`config.mk`:
```
export PLATFORM = sky130hd
export DESIGN_NAME = cpu_run_controller
export DESIGN_NICKNAME = d
export VERILOG_FILES = /design/src/rtl/cpu_run_controller.sv
export SDC_FILE = /design/constraint.sdc
export NUM_CORES = 1
export LEC_CHECK = 0
export CAP_MARGIN = 5
export CORE_ASPECT_RATIO = 0.9
export CORE_MARGIN = 2
export CORE_UTILIZATION = 45
export DETAILED_ROUTE_END_ITERATION = 8
export PLACE_DENSITY = 0.9
export SETUP_SLACK_MARGIN = 0.3
export SLEW_MARGIN = 0
export SYNTH_ARGS = -nofsm -noshare
export SYNTH_HDL_FRONTEND = slang
export SYNTH_SLANG_ARGS = --single-unit
export TNS_END_PERCENT = 100
```
`constraint.sdc`:
```
create_clock -name clock -period 5.35 [get_ports clock]
set_clock_uncertainty 0.1 [all_clocks]
set_input_delay 1.07 -clock clock [delete_from_list [all_inputs] [get_ports clock]]
set_output_delay 1.07 -clock clock [all_outputs]
set_load 0.03 [all_outputs]
```
`src/rtl/cpu_run_controller.sv`:
```
// cpu_run_controller: run/halt/single-step sequencer for the Hack cpu core.
// Breakpoint support is built only when CPU_RUN_BREAKPOINT_EN is defined.
module cpu_run_controller #(
  parameter int RESET_CYCLES = 2,
  parameter int COUNT_WIDTH  = 32
) (
  input  logic                   clock,
  input  logic                   reset,
  input  logic                   cmd_valid,
  output logic                   cmd_ready,
  input  logic [2:0]             cmd_op,
  input  logic [15:0]            step_count,
  input  logic [15:0]            pc,
  input  logic [15:0]            bp_addr,
  input  logic                   bp_valid,
  output logic                   cpu_reset,
  output logic                   cpu_enable,
  output logic                   halted,
  output logic                   break_hit,
  output logic [2:0]             state,
  output logic [COUNT_WIDTH-1:0] cycle_count
);

  localparam int RCW =
    (RESET_CYCLES < 2) ? 1 : $clog2(RESET_CYCLES + 1);

  localparam logic [2:0] OP_RUN  = 3'b001;
  localparam logic [2:0] OP_HALT = 3'b010;
  localparam logic [2:0] OP_STEP = 3'b011;
  localparam logic [2:0] OP_RST  = 3'b100;

  typedef enum logic [2:0] {
    S_RESET  = 3'd0,
    S_HALTED = 3'd1,
    S_RUN    = 3'd2,
    S_STEP   = 3'd3,
    S_BREAK  = 3'd4
  } state_e;

  state_e                 state_q, state_d;
  logic [RCW-1:0]         rcnt_q, rcnt_d;
  logic [15:0]            remain_q, remain_d;
  logic [COUNT_WIDTH-1:0] count_q, count_d;

  logic accept;
  logic active;
  logic bp_match;
  logic op_run, op_halt, op_step, op_rst;

  assign accept  = cmd_valid && cmd_ready;
  assign active  = (state_q == S_RUN) || (state_q == S_STEP);
  assign op_run  = accept && (cmd_op == OP_RUN);
  assign op_halt = accept && (cmd_op == OP_HALT);
  assign op_step = accept && (cmd_op == OP_STEP);
  assign op_rst  = accept && (cmd_op == OP_RST);

`ifdef CPU_RUN_BREAKPOINT_EN
  // Suppress lets a resumed run execute the instruction it broke on.
  logic sup_q, sup_d;

  assign bp_match = active && bp_valid &&
                    (pc == bp_addr) && !sup_q;

  always_comb begin
    sup_d = sup_q;
    if (active && cpu_enable)
      sup_d = 1'b0;
    if (((state_q == S_HALTED) || (state_q == S_BREAK)) &&
        ((state_d == S_RUN) || (state_d == S_STEP)))
      sup_d = 1'b1;
  end

  always_ff @(posedge clock) begin
    if (reset)
      sup_q <= 1'b1;
    else
      sup_q <= sup_d;
  end
`else
  logic unused_bp;

  assign bp_match  = 1'b0;
  assign unused_bp = ^{bp_valid, bp_addr, pc};
`endif

  always_ff @(posedge clock) begin
    if (reset) begin
      state_q  <= S_RESET;
      rcnt_q   <= RCW'(RESET_CYCLES);
      remain_q <= '0;
      count_q  <= '0;
    end else begin
      state_q  <= state_d;
      rcnt_q   <= rcnt_d;
      remain_q <= remain_d;
      count_q  <= count_d;
    end
  end

  always_comb begin
    state_d  = state_q;
    rcnt_d   = rcnt_q;
    remain_d = remain_q;
    count_d  = count_q;

    if (active && cpu_enable)
      count_d = count_q + COUNT_WIDTH'(1);
    if ((state_q == S_STEP) && cpu_enable)
      remain_d = remain_q - 16'd1;

    unique case (state_q)
      S_RESET: begin
        count_d = '0;
        rcnt_d  = rcnt_q - RCW'(1);
        if (rcnt_q <= RCW'(1))
          state_d = S_HALTED;
      end
      S_HALTED, S_BREAK: begin
        if (op_run) begin
          state_d = S_RUN;
        end else if (op_step && (step_count != 16'd0)) begin
          state_d  = S_STEP;
          remain_d = step_count;
        end else if (op_halt) begin
          state_d = S_HALTED;
        end
      end
      S_RUN, S_STEP: begin
        if (op_halt) begin
          state_d  = S_HALTED;
          remain_d = '0;
        end else if (bp_match) begin
          state_d  = S_BREAK;
          remain_d = '0;
        end else if ((state_q == S_STEP) &&
                     (remain_q == 16'd1)) begin
          state_d = S_HALTED;
        end
      end
      default: state_d = S_RESET;
    endcase

    if (op_rst) begin
      state_d  = S_RESET;
      rcnt_d   = RCW'(RESET_CYCLES);
      remain_d = '0;
      count_d  = '0;
    end
  end

  always_comb begin
    cpu_reset  = 1'b0;
    cpu_enable = 1'b0;
    cmd_ready  = 1'b1;
    halted     = 1'b0;
    break_hit  = 1'b0;
    unique case (state_q)
      S_RESET: begin
        cpu_reset  = 1'b1;
        cpu_enable = 1'b1;
        cmd_ready  = 1'b0;
      end
      S_HALTED: halted = 1'b1;
      S_RUN, S_STEP: cpu_enable = !bp_match;
      S_BREAK: begin
        halted    = 1'b1;
`ifdef CPU_RUN_BREAKPOINT_EN
        break_hit = 1'b1;
`endif
      end
      default: cmd_ready = 1'b0;
    endcase
  end

  assign state       = state_q;
  assign cycle_count = count_q;

endmodule

```
### Word level (Yosys, flattened, before mapping)

Index checks and enable logic that the tools add are counted.

| word-level totals | value |
|---|---|
| register bits after elaboration | 53 |
| input bits | 55 |
| output and inout bits | 40 |
| word-level logic and storage cells | 55 |

| operators by class | value |
|---|---|
| add/subtract/negate cells | 3 |
| order comparisons | 1 |
| equality and inequality tests | 12 |
| mux-type cells | 16 |
| reduce and logical (&&, ||, !) cells | 19 |

Operators by type and width:

| kind | number |
|---|---|
| $mux W16 | 4 |
| $add A32 B1 Y32 const B | 1 |
| $pmux W16 S2 | 1 |
| $mux W3 | 6 |
| $eq A16 B1 Y1 const B | 1 |
| $reduce_bool A16 Y1 | 1 |
| $sub A16 B1 Y16 const B | 1 |
| $eq A3 B2 Y1 const B | 4 |
| $logic_and A1 B1 Y1 | 9 |
| $pmux W3 S3 | 1 |
| $eq A3 B1 Y1 const B | 2 |
| $eq A3 B3 Y1 const B | 2 |
| $reduce_or A2 Y1 | 3 |
| $reduce_or A3 Y1 | 2 |
| $mux W1 | 4 |
| $ne A4 B1 Y1 const B | 1 |
| $reduce_or A4 Y1 | 1 |
| $logic_not A3 Y1 | 1 |
| $ne A3 B3 Y1 const B | 1 |
| $reduce_and A3 Y1 | 1 |
| $le A2 B1 Y1 const B | 1 |
| $ne A2 B2 Y1 const B | 1 |
| $sub A2 B1 Y2 const B | 1 |
| $logic_or A1 B1 Y1 | 1 |

### Longest topological paths before layout

Gate-level depths: netlist of run 1.

| depth | value |
|---|---|
| word-level depth | 9 |
| depth in mapped cells | 7 |
| mapped depth without buffers | 7 |

### Worst setup path before layout of run 1

Ideal clock, no wire load.

| timing path | value |
|---|---|
| path kind | register -> output |
| from | reg state_q[1], in the netlist state[1] |
| to | out cpu_reset |
| arrival time | 1355 ps |
| data required time | 4180 ps |
| setup slack | 2825 ps |
| cell stages (with the launch flop) | 4 |
| buffers on the path | 1 |
| cells stage by stage | dfxtp_1 or2_1 clkbuf_1 inv_2 |

| between the ends | value |
|---|---|
| longest elaborated chain between the ends | 2 |

Ends and longest elaborated chain:

| what | line | text |
|---|---|---|
| start: declaration | 40 | `state_e state_q, state_d;` |
| start signal: assignment | 93 | `state_q <= state_d;` |
| $logic_not A3 Y1 | 157 | `unique case (state_q)` |
| $mux W1 | 157 |  |
| end: declaration | 16 | `output logic cpu_reset,` |

No other way between the ends.

### Worst setup path after layout of run 1

| timing path | value |
|---|---|
| from | reg state_q[1], in the netlist state[1] |
| to | out cmd_ready |

| between the ends | value |
|---|---|
| longest elaborated chain between the ends | 3 |
| elaborated cells between the ends (all ways) | 6 |
| classes of those cells | eq/ne: 4; mux: 1; reduce/logical: 1 |

Ends and longest elaborated chain:

| what | line | text |
|---|---|---|
| $eq A3 B2 Y1, or another cell as far along | 157 |  |
| $reduce_or A4 Y1 (no source line) * | -- |  |
| $mux W1 * | 157 |  |
| end: declaration | 10 | `output logic cmd_ready,` |

Mark *: on every way between the ends. The rest lies on a longest branch, timed or not.

==> results of run 1 <==
-- stage by stage --
stage	hold WS, ns	utilization, %	cell area [um2]	std cells
2_1_floorplan	0.391	-	2620	303
3_3_place_gp	0.399	57.6	3260	423
3_5_place_dp	0.426	57.6	3260	423
4_1_cts	0.439	59.8	3380	431
5_1_grt	0.462	59.8	3380	431
6_report	0.436	59.8	3380	431
-- layer usage --
metal | wire (um) | global-route usage (%) | up-vias | share of wire, %
li1 | - | - | 1180 | -
met1 | 2830 | 26.3 | 1125 | 44
met2 | 3120 | 33.0 | 61 | 49
met3 | 292 | 4.12 | 12 | 4.6
met4 | 150 | 10.8 | 0 | 2.3
met5 | 0 | 0 | - | 0
-- state kept, by name, indices dropped and copies added, names as in the netlist --
signal and cells:
rcnt_q 2, cycle_count 32, remain_q 16, state 2
-- Yosys cell counts, types with 2 or more instances --
cell / count
sky130_fd_sc_hd__nor3_1: 8
sky130_fd_sc_hd__ha_1: 4
sky130_fd_sc_hd__nand4b_1: 2
sky130_fd_sc_hd__nand3b_1: 2
sky130_fd_sc_hd__clkbuf_1: 5
sky130_fd_sc_hd__nor2_1: 51
sky130_fd_sc_hd__inv_1: 7
sky130_fd_sc_hd__or2_1: 2
sky130_fd_sc_hd__a32o_1: 2
sky130_fd_sc_hd__nand4_1: 16
sky130_fd_sc_hd__nor4_2: 4
sky130_fd_sc_hd__nand2b_1: 3
sky130_fd_sc_hd__xor2_1: 23
sky130_fd_sc_hd__and4_1: 2
sky130_fd_sc_hd__a31oi_1: 2
sky130_fd_sc_hd__inv_2: 2
sky130_fd_sc_hd__nand2_1: 23
sky130_fd_sc_hd__buf_4: 2
sky130_fd_sc_hd__a21oi_1: 4
sky130_fd_sc_hd__buf_1: 2
sky130_fd_sc_hd__and3_1: 6
sky130_fd_sc_hd__nor4_1: 6
sky130_fd_sc_hd__xnor2_1: 23
sky130_fd_sc_hd__a22oi_1: 10
sky130_fd_sc_hd__nand3_1: 15
sky130_fd_sc_hd__dfxtp_1: 52
-- where the power goes --
part | internal (mW) | switching [mW]
Clock | 0.153 | 0.132
Sequential | 0.403 | 0.0193
Combinational | 0.0785 | 0.122
-- worst max-delay path by stage --
| stage | start | to | cells past startpoint |
|---|---|---|---|
| detailed placement | cmd_op[0] | cycle_count[12] | 6 |
| finish | state[1] | cmd_ready | 2 |
| global placement | cmd_op[0] | cycle_count[11] | 6 |
| CTS | state[1] | cmd_ready | 2 |
| floorplan | state[1] | cpu_reset | 3 |
| global route | cmd_op[0] | cycle_count[5] | 6 |
-- worst max-delay path, delay by kind of cell (launching register included) --
kind	cells	cell delay (ns)
buffers and inverters	1	0.73
DFF	1	0.75
and+or+nand+nor	1	0.28
-- logic make-up (layout without fill, tap and decap cells) --
family | count (synthesis) | after routing | share of synthesized area, %
xor gates and xnor gates | 46 | 46 | 15.4
DFF | 52 | 52 | 39.8
adders and majority gates | 4 | 4 | 1.91
buffers and inverters | 19 | 77 | 3.06
AOI/OAI and AO/OA | 27 | 27 | 7.41
muxes | 1 | 1 | 0.382
other | 1 | 2 | 0.143
and+or+nand+nor | 152 | 152 | 32.0
-- final cells by class --
cell class | instances | area, um2 | share of cell area, %
repair buffers | 60 | 598 | 17.7
flip-flops and latches | 52 | 1040 | 30.8
clock buffers | 6 | 82.6 | 2.44
inverters | 9 | 33.8 | 0.999
multi-input cells | 232 | 1500 | 44.4
clock inverters | 2 | 38.8 | 1.15
well taps | 70 | 87.6 | 2.59
==> metrics.md, run 1 <==
| Metric | Value |
|---|---|
| Post-synthesis instance area | `0.00262 mm2` |
| Number of rows in the core area | `26` |
| Routed Wire Length | `6400 um` |
| Reg2Reg Setup Slack | `2.85 ns` |
| Max FO, Critical Path | `17` |
| Number of detailed-route iterations in the first pass | `4` |
| Post-DRT Antenna Nets | `0` |
| NumNets Final | `419` |
| Largest net degree at the start of global routing | `33` |
| Setup Crit Path Kind | `flip-flop to output port` |
| Initial antenna violation count | `0` |
| Peak supply drop | `0.168 mV` |
| TritonCTS buffer count | `5` |
| Worst reg2reg endpoint | `cycle_count[18]` |
| Number of cells on the worst reg-to-reg path | `5` |
| Final antenna diode count | `0` |
| Clock Latency Late Sink | `0.30 ns` |
| Count of unique library cells instantiated by Yosys | `50` |
| Height of the die | `76.4 um` |
| Tcrit/Tclk final | `60.5%` |
| Final worst-path setup slack | `2.11 ns` |
| CTS tree | `yes` |
| Warning count from the yosys run | `0` |
| Outcome | `finished, final reports clean` |
| Ys async rst share | `0%` |
| Shortest period the worst path allows | `3.24 ns` |
| #FFs+latches synth | `52` |
| Critical-path top delay cell | `sky130_fd_sc_hd__dfxtp_1` |
| Required arrival time at the worst endpoint | `4.18 ns` |
| Number of remaining DRC errors | `0` |
| Worst slew margin relative to its limit | `29.4%` |
| Cell type with the highest aggregate area in the netlist | `sky130_fd_sc_hd__dfxtp_1` |
| Startpoint of the lowest-slack hold path | `remain_q[10]` |
| Place WS | `1.91 ns` |
| Cell count after synthesis | `302` |
| Number of filler cells placed in the layout | `487` |
| Number of global-route vias before repair | `2281` |
| Sink of the worst hold path | `remain_q[10]` |
| Critical Path Sink Type | `output port` |
| Total count of hold-check failures in the final report | `0` |
| Largest buffer count on any clock path | `2` |
| Avg WL per Cell | `14.8 um` |
| Clock slew at reported path FFs | `0.09 ns` |
| Clock H-tree levels | `2` |
| Final global-route overflow total | `0` |
| Total power consumption of the routed design | `0.908 mW` |
| Max frequency | `309 MHz` |
| Post-route setup TNS | `0 ns` |
| Syn_area_per_cell | `8.67 um2` |
| Number of setup violations in the final report | `0` |
| Reported leakage power | `1.18 nW` |
| Via count | `2378` |
| Most common cell after layout, fill and taps aside | `sky130_fd_sc_hd__clkdlybuf4s50_1` |
| Power per cell area | `268 mW/mm2` |
| Launch point of the worst reg-to-reg path | `state[1]` |
| Count of maximum capacitance violations | `0` |
| Total number of clock tree sinks | `52` |
| Worst hold path type | `flip-flop to flip-flop` |
| Number of post-CTS setup repair buffers | `0` |
| Proportion of netlist area held by the largest area contributor | `39.8%` |
| Proportion of layout cells with a drive suffix above 1 | `5.82%` |
| First-pass GRT wire length | `10800 um` |
| Clk Tree Root Cell | `sky130_fd_sc_hd__clkbuf_8` |
| Area growth from synthesis to layout | `29.2%` |
| Signal arrival time at the worst endpoint | `2.07 ns` |
| Slowest cell delay on critical path | `0.75 ns` |
| Post_cts resized | `0` |
| Final weighted congestion in routability-driven placement | `0.870` |
| Detailed Place HPWL | `4680 um` |
| Worst Tran Pin Value | `1.06 ns` |
| Number of port buffers | `59` |
| Area of the core | `0.00566 mm2` |
| Die span in x | `84.4 um` |
| Series of cell instances along the critical path | `or2_1 -> clkdlybuf4s50_1` |
| Top Ports | `95` |
| Violation count after the first detailed-route iteration | `151` |
| Sequential-to-total area share from yosys stat | `39.8%` |
| Startpoint kind of the worst setup timing path | `flip-flop` |
| Most frequent cells in the layout | `59 x sky130_fd_sc_hd__clkdlybuf4s50_1, 52 x sky130_fd_sc_hd__dfxtp_1, 51 x sky130_fd_sc_hd__nor2_1` |
| Via-per-instance ratio | `5.52` |
| Hold bufs inserted after CTS | `0` |
| Dominant synthesized flop cell | `sky130_fd_sc_hd__dfxtp_1` |
| Number of flops mapped to enable cells by yosys | `0` |
| Number of cells on the worst hold path | `2` |
| Pins over their slew limit | `0` |
| Top area cells in the synthesized netlist | `sky130_fd_sc_hd__dfxtp_1 40%, sky130_fd_sc_hd__xnor2_1 7.7%, sky130_fd_sc_hd__xor2_1 7.7%` |
| Floorplan die area | `0.00645 mm2` |
| Unrepaired setup endpoints after global routing | `no` |
| GRT Total Usage | `20.6%` |
| Initial standard-cell utilization of the core | `46.3%` |
No activity file was read; power rests on OpenSTA's default activity.
==> inputs of run 2 (changes only) <==
- CORE_UTILIZATION: 45 -> 40
- PLACE_DENSITY: 0.9 -> 0.85
- clock period: 5.35 -> 2.9 ns (I/O delays scaled with it)
==> metrics.md, run 2 (same netlist as run 1, synthesis figures left out) <==
| Metric | Value |
|---|---|
| Reported leakage power | `1.18 nW (about the same)` |
| Post-placement cell area | `0.00331 mm2 (was 0.00326 mm2)` |
| Worst slew margin relative to its limit | `49.4% (was 29.4%)` |
| Startpoint of the lowest-slack hold path | `rcnt_q[1] (was remain_q[10])` |
| Max frequency | `399 MHz` |
| Signal arrival time at the worst endpoint | `1.83 ns (was 2.07 ns)` |
| Power per cell area | `459 mW/mm2 (was 268 mW/mm2)` |
| Clock H-tree levels | `2 (unchanged)` |
| Clock slew at reported path FFs | `0.10 ns (was 0.09 ns)` |
| CP startpoint | `state[0] (was state[1])` |
| Tcrit/Tclk final | `86.5%` |
| Critical Path Sink Type | `output port (unchanged)` |
| Peak supply drop | `0.238 mV (was 0.168 mV)` |
| Startpoint kind of the worst setup timing path | `flip-flop (unchanged)` |
| Launch point of the worst reg-to-reg path | `cycle_count[13] (was state[1])` |
| Kind of cell adding the most delay to the critical path | `buffers and inverters (was flip-flops)` |
| Height of the die | `80.8 um (was 76.4 um)` |
| Number of post-CTS setup repair buffers | `0 (unchanged)` |
| Clock Latency Late Sink | `0.30 ns (about the same)` |
| Final weighted congestion in routability-driven placement | `0.898 (was 0.870)` |
| Setup Crit Path Kind | `flip-flop to output port (unchanged)` |
| Required arrival time at the worst endpoint | `2.22 ns (was 4.18 ns)` |
| Smallest hold slack | `0.433 ns (was 0.436 ns)` |
| Total power consumption of the routed design | `1.56 mW (was 0.908 mW)` |
| NumNets Final | `422 (was 419)` |
| Pins over their slew limit | `0 (unchanged)` |
| Place WS | `0.212 ns (was 1.91 ns)` |
| Final antenna diode count | `0 (unchanged)` |
| Total count of hold-check failures in the final report | `0 (unchanged)` |
| Number of rows in the core area | `27 (was 26)` |
| Number of global-route vias before repair | `2155 (was 2281)` |
| Number of filler cells placed in the layout | `581 (was 487)` |
| Max FFs per register | `32 (unchanged)` |
| Initial antenna violation count | `0 (unchanged)` |
| Number of setup violations in the final report | `0 (unchanged)` |
| TritonCTS buffer count | `5 (unchanged)` |
| Clk Tree Root Cell | `sky130_fd_sc_hd__clkbuf_8 (unchanged)` |
| Count of maximum capacitance violations | `0 (unchanged)` |
| Number of port buffers | `59 (unchanged)` |
| Via-per-instance ratio | `5.23 (was 5.52)` |
| Critical-path top delay cell | `sky130_fd_sc_hd__clkdlybuf4s50_1 (was sky130_fd_sc_hd__dfxtp_1)` |
| Fin util | `54.7% (was 59.8%)` |
| First-pass GRT wire length | `10100 um (was 10800 um)` |
| Final standard cell count with taps included and fillers excluded | `451 (was 431)` |
| Die span in x | `89.3 um (was 84.4 um)` |
| Largest buffer count on any clock path | `2 (unchanged)` |
| Outcome | `finished, final reports clean (unchanged)` |
| Final Instance Area | `0.00340 mm2 (was 0.00338 mm2)` |
| Area growth from synthesis to layout | `29.9% (was 29.2%)` |
| Largest net degree at the start of global routing | `33 (unchanged)` |
| Worst path buffer plus inverter count | `2 (was 1)` |
| Routed Wire Length | `6130 um (was 6400 um)` |
| Number of detailed-route iterations in the first pass | `4 (unchanged)` |
| Area occupied by registers | `0.00104 mm2 (about the same)` |
| Number of remaining DRC errors | `0 (unchanged)` |
| Cell count after placement | `443 (was 423)` |
| Post-DRT Antenna Nets | `0 (unchanged)` |
| Detailed Place HPWL | `4640 um (was 4680 um)` |
| Final global-route overflow total | `0 (unchanged)` |
| Total number of clock tree sinks | `52 (unchanged)` |
| Post-route setup TNS | `0 ns (unchanged)` |
| Via count | `2359 (was 2378)` |
| Area of the core | `0.00622 mm2 (was 0.00566 mm2)` |
| Floorplan die area | `0.00721 mm2 (was 0.00645 mm2)` |
| Series of cell instances along the critical path | `nand2b_1 -> inv_1 -> clkdlybuf4s50_1 (was or2_1 -> clkdlybuf4s50_1)` |
| Slowest cell delay on critical path | `0.67 ns (was 0.75 ns)` |
| Final worst-path setup slack | `0.391 ns (was 2.11 ns)` |
| Hold bufs inserted after CTS | `0 (unchanged)` |
| Unrepaired setup endpoints after global routing | `no (unchanged)` |
| Top Ports | `95 (unchanged)` |
| Multi-input gate area in the final layout | `0.00150 mm2 (unchanged)` |
| Most common cell after layout, fill and taps aside | `sky130_fd_sc_hd__clkdlybuf4s50_1 (unchanged)` |
| Initial standard-cell utilization of the core | `42.1% (was 46.3%)` |
| Proportion of layout cells with a drive suffix above 1 | `6.59% (was 5.82%)` |
| GRT Total Usage | `17.6% (was 20.6%)` |
| Shortest period the worst path allows | `2.51 ns` |
| Most frequent cells in the layout | `58 x sky130_fd_sc_hd__clkdlybuf4s50_1, 51 x sky130_fd_sc_hd__nor2_1, 51 x sky130_fd_sc_hd__dfxtp_1 (was 59 x sky130_fd_sc_hd__clkdlybuf4s50_1, 52 x sky130_fd_sc_hd__dfxtp_1, 51 x sky130_fd_sc_hd__nor2_1)` |
| Worst hold path type | `flip-flop to flip-flop (unchanged)` |
| Max FO, Critical Path | `9 (was 17)` |
| Violation count after the first detailed-route iteration | `133 (was 151)` |
| Worst Tran Pin Value | `0.753 ns (was 1.06 ns)` |
| Avg WL per Cell | `13.6 um (was 14.8 um)` |
| CTS tree | `yes (unchanged)` |
==> run 2: changes by cell type in the layout (fill, tap and decap cells not counted) <==
cell,before,now
sky130_fd_sc_hd__dlymetal6s2s_1,0,1
sky130_fd_sc_hd__dfxtp_4,0,1
sky130_fd_sc_hd__clkdlybuf4s50_1,59,58
sky130_fd_sc_hd__dfxtp_1,52,51
sky130_fd_sc_hd__clkbuf_8,6,5
sky130_fd_sc_hd__clkbuf_1,0,1
sky130_fd_sc_hd__bufinv_16,1,0
sky130_fd_sc_hd__clkinvlp_4,0,1
sky130_fd_sc_hd__buf_4,1,4
==> run 2: what timing repair did <==
item / in CTS / in global routing
resized for setup: 1 / 2
gates cloned: 0 / 0
setup endpoints to repair: 4 / 3
==> run 2: final timing paths <==
path / end / slack [ns] / cells after the start
worst max-delay path: halted / 0.39 / 3
worst min register to register: rcnt_q[1] / 0.43 / 2
worst min-delay path: rcnt_q[1] / 0.43 / 2
worst max register to register: cycle_count[29] / 0.79 / 5
==> run 2: report_power, final <==
| part | switching [mW] | internal [mW] | leakage (nW) | total [mW] |
|---|---|---|---|---|
| Clock | 0.239 | 0.172 | 0.0414 | 0.411 |
| Combinational | 0.224 | 0.147 | 0.715 | 0.372 |
| Sequential | 0.0341 | 0.743 | 0.421 | 0.777 |
==> run 2: final cells by class <==
type / count / area share [%]
clock buffer: 6 / 2.13
clock inverter: 2 / 0.478
inverter: 9 / 0.993
multi-input combinational: 232 / 44.2
sequential: 52 / 30.7
tap: 87 / 3.20
timing repair buffer: 63 / 18.3
==> run 2: layer usage <==
metal  global-route usage [%]  vias to the layer above  routed length (um)
li1                         -                     1175                   -
met1                     25.0                     1119                2960
met2                     26.6                       55                2810
met3                     2.64                       10                 238
met4                     7.16                        0                 121
met5                        0                        -                   0
==> run 2: worst register-to-register path, delay by kind of cell (launching register included) <==
family / cells / cell delay [ns]
AND/OR/NAND/NOR: 4 / 1.28
XOR/XNOR: 1 / 0.18
flip-flops: 1 / 0.45
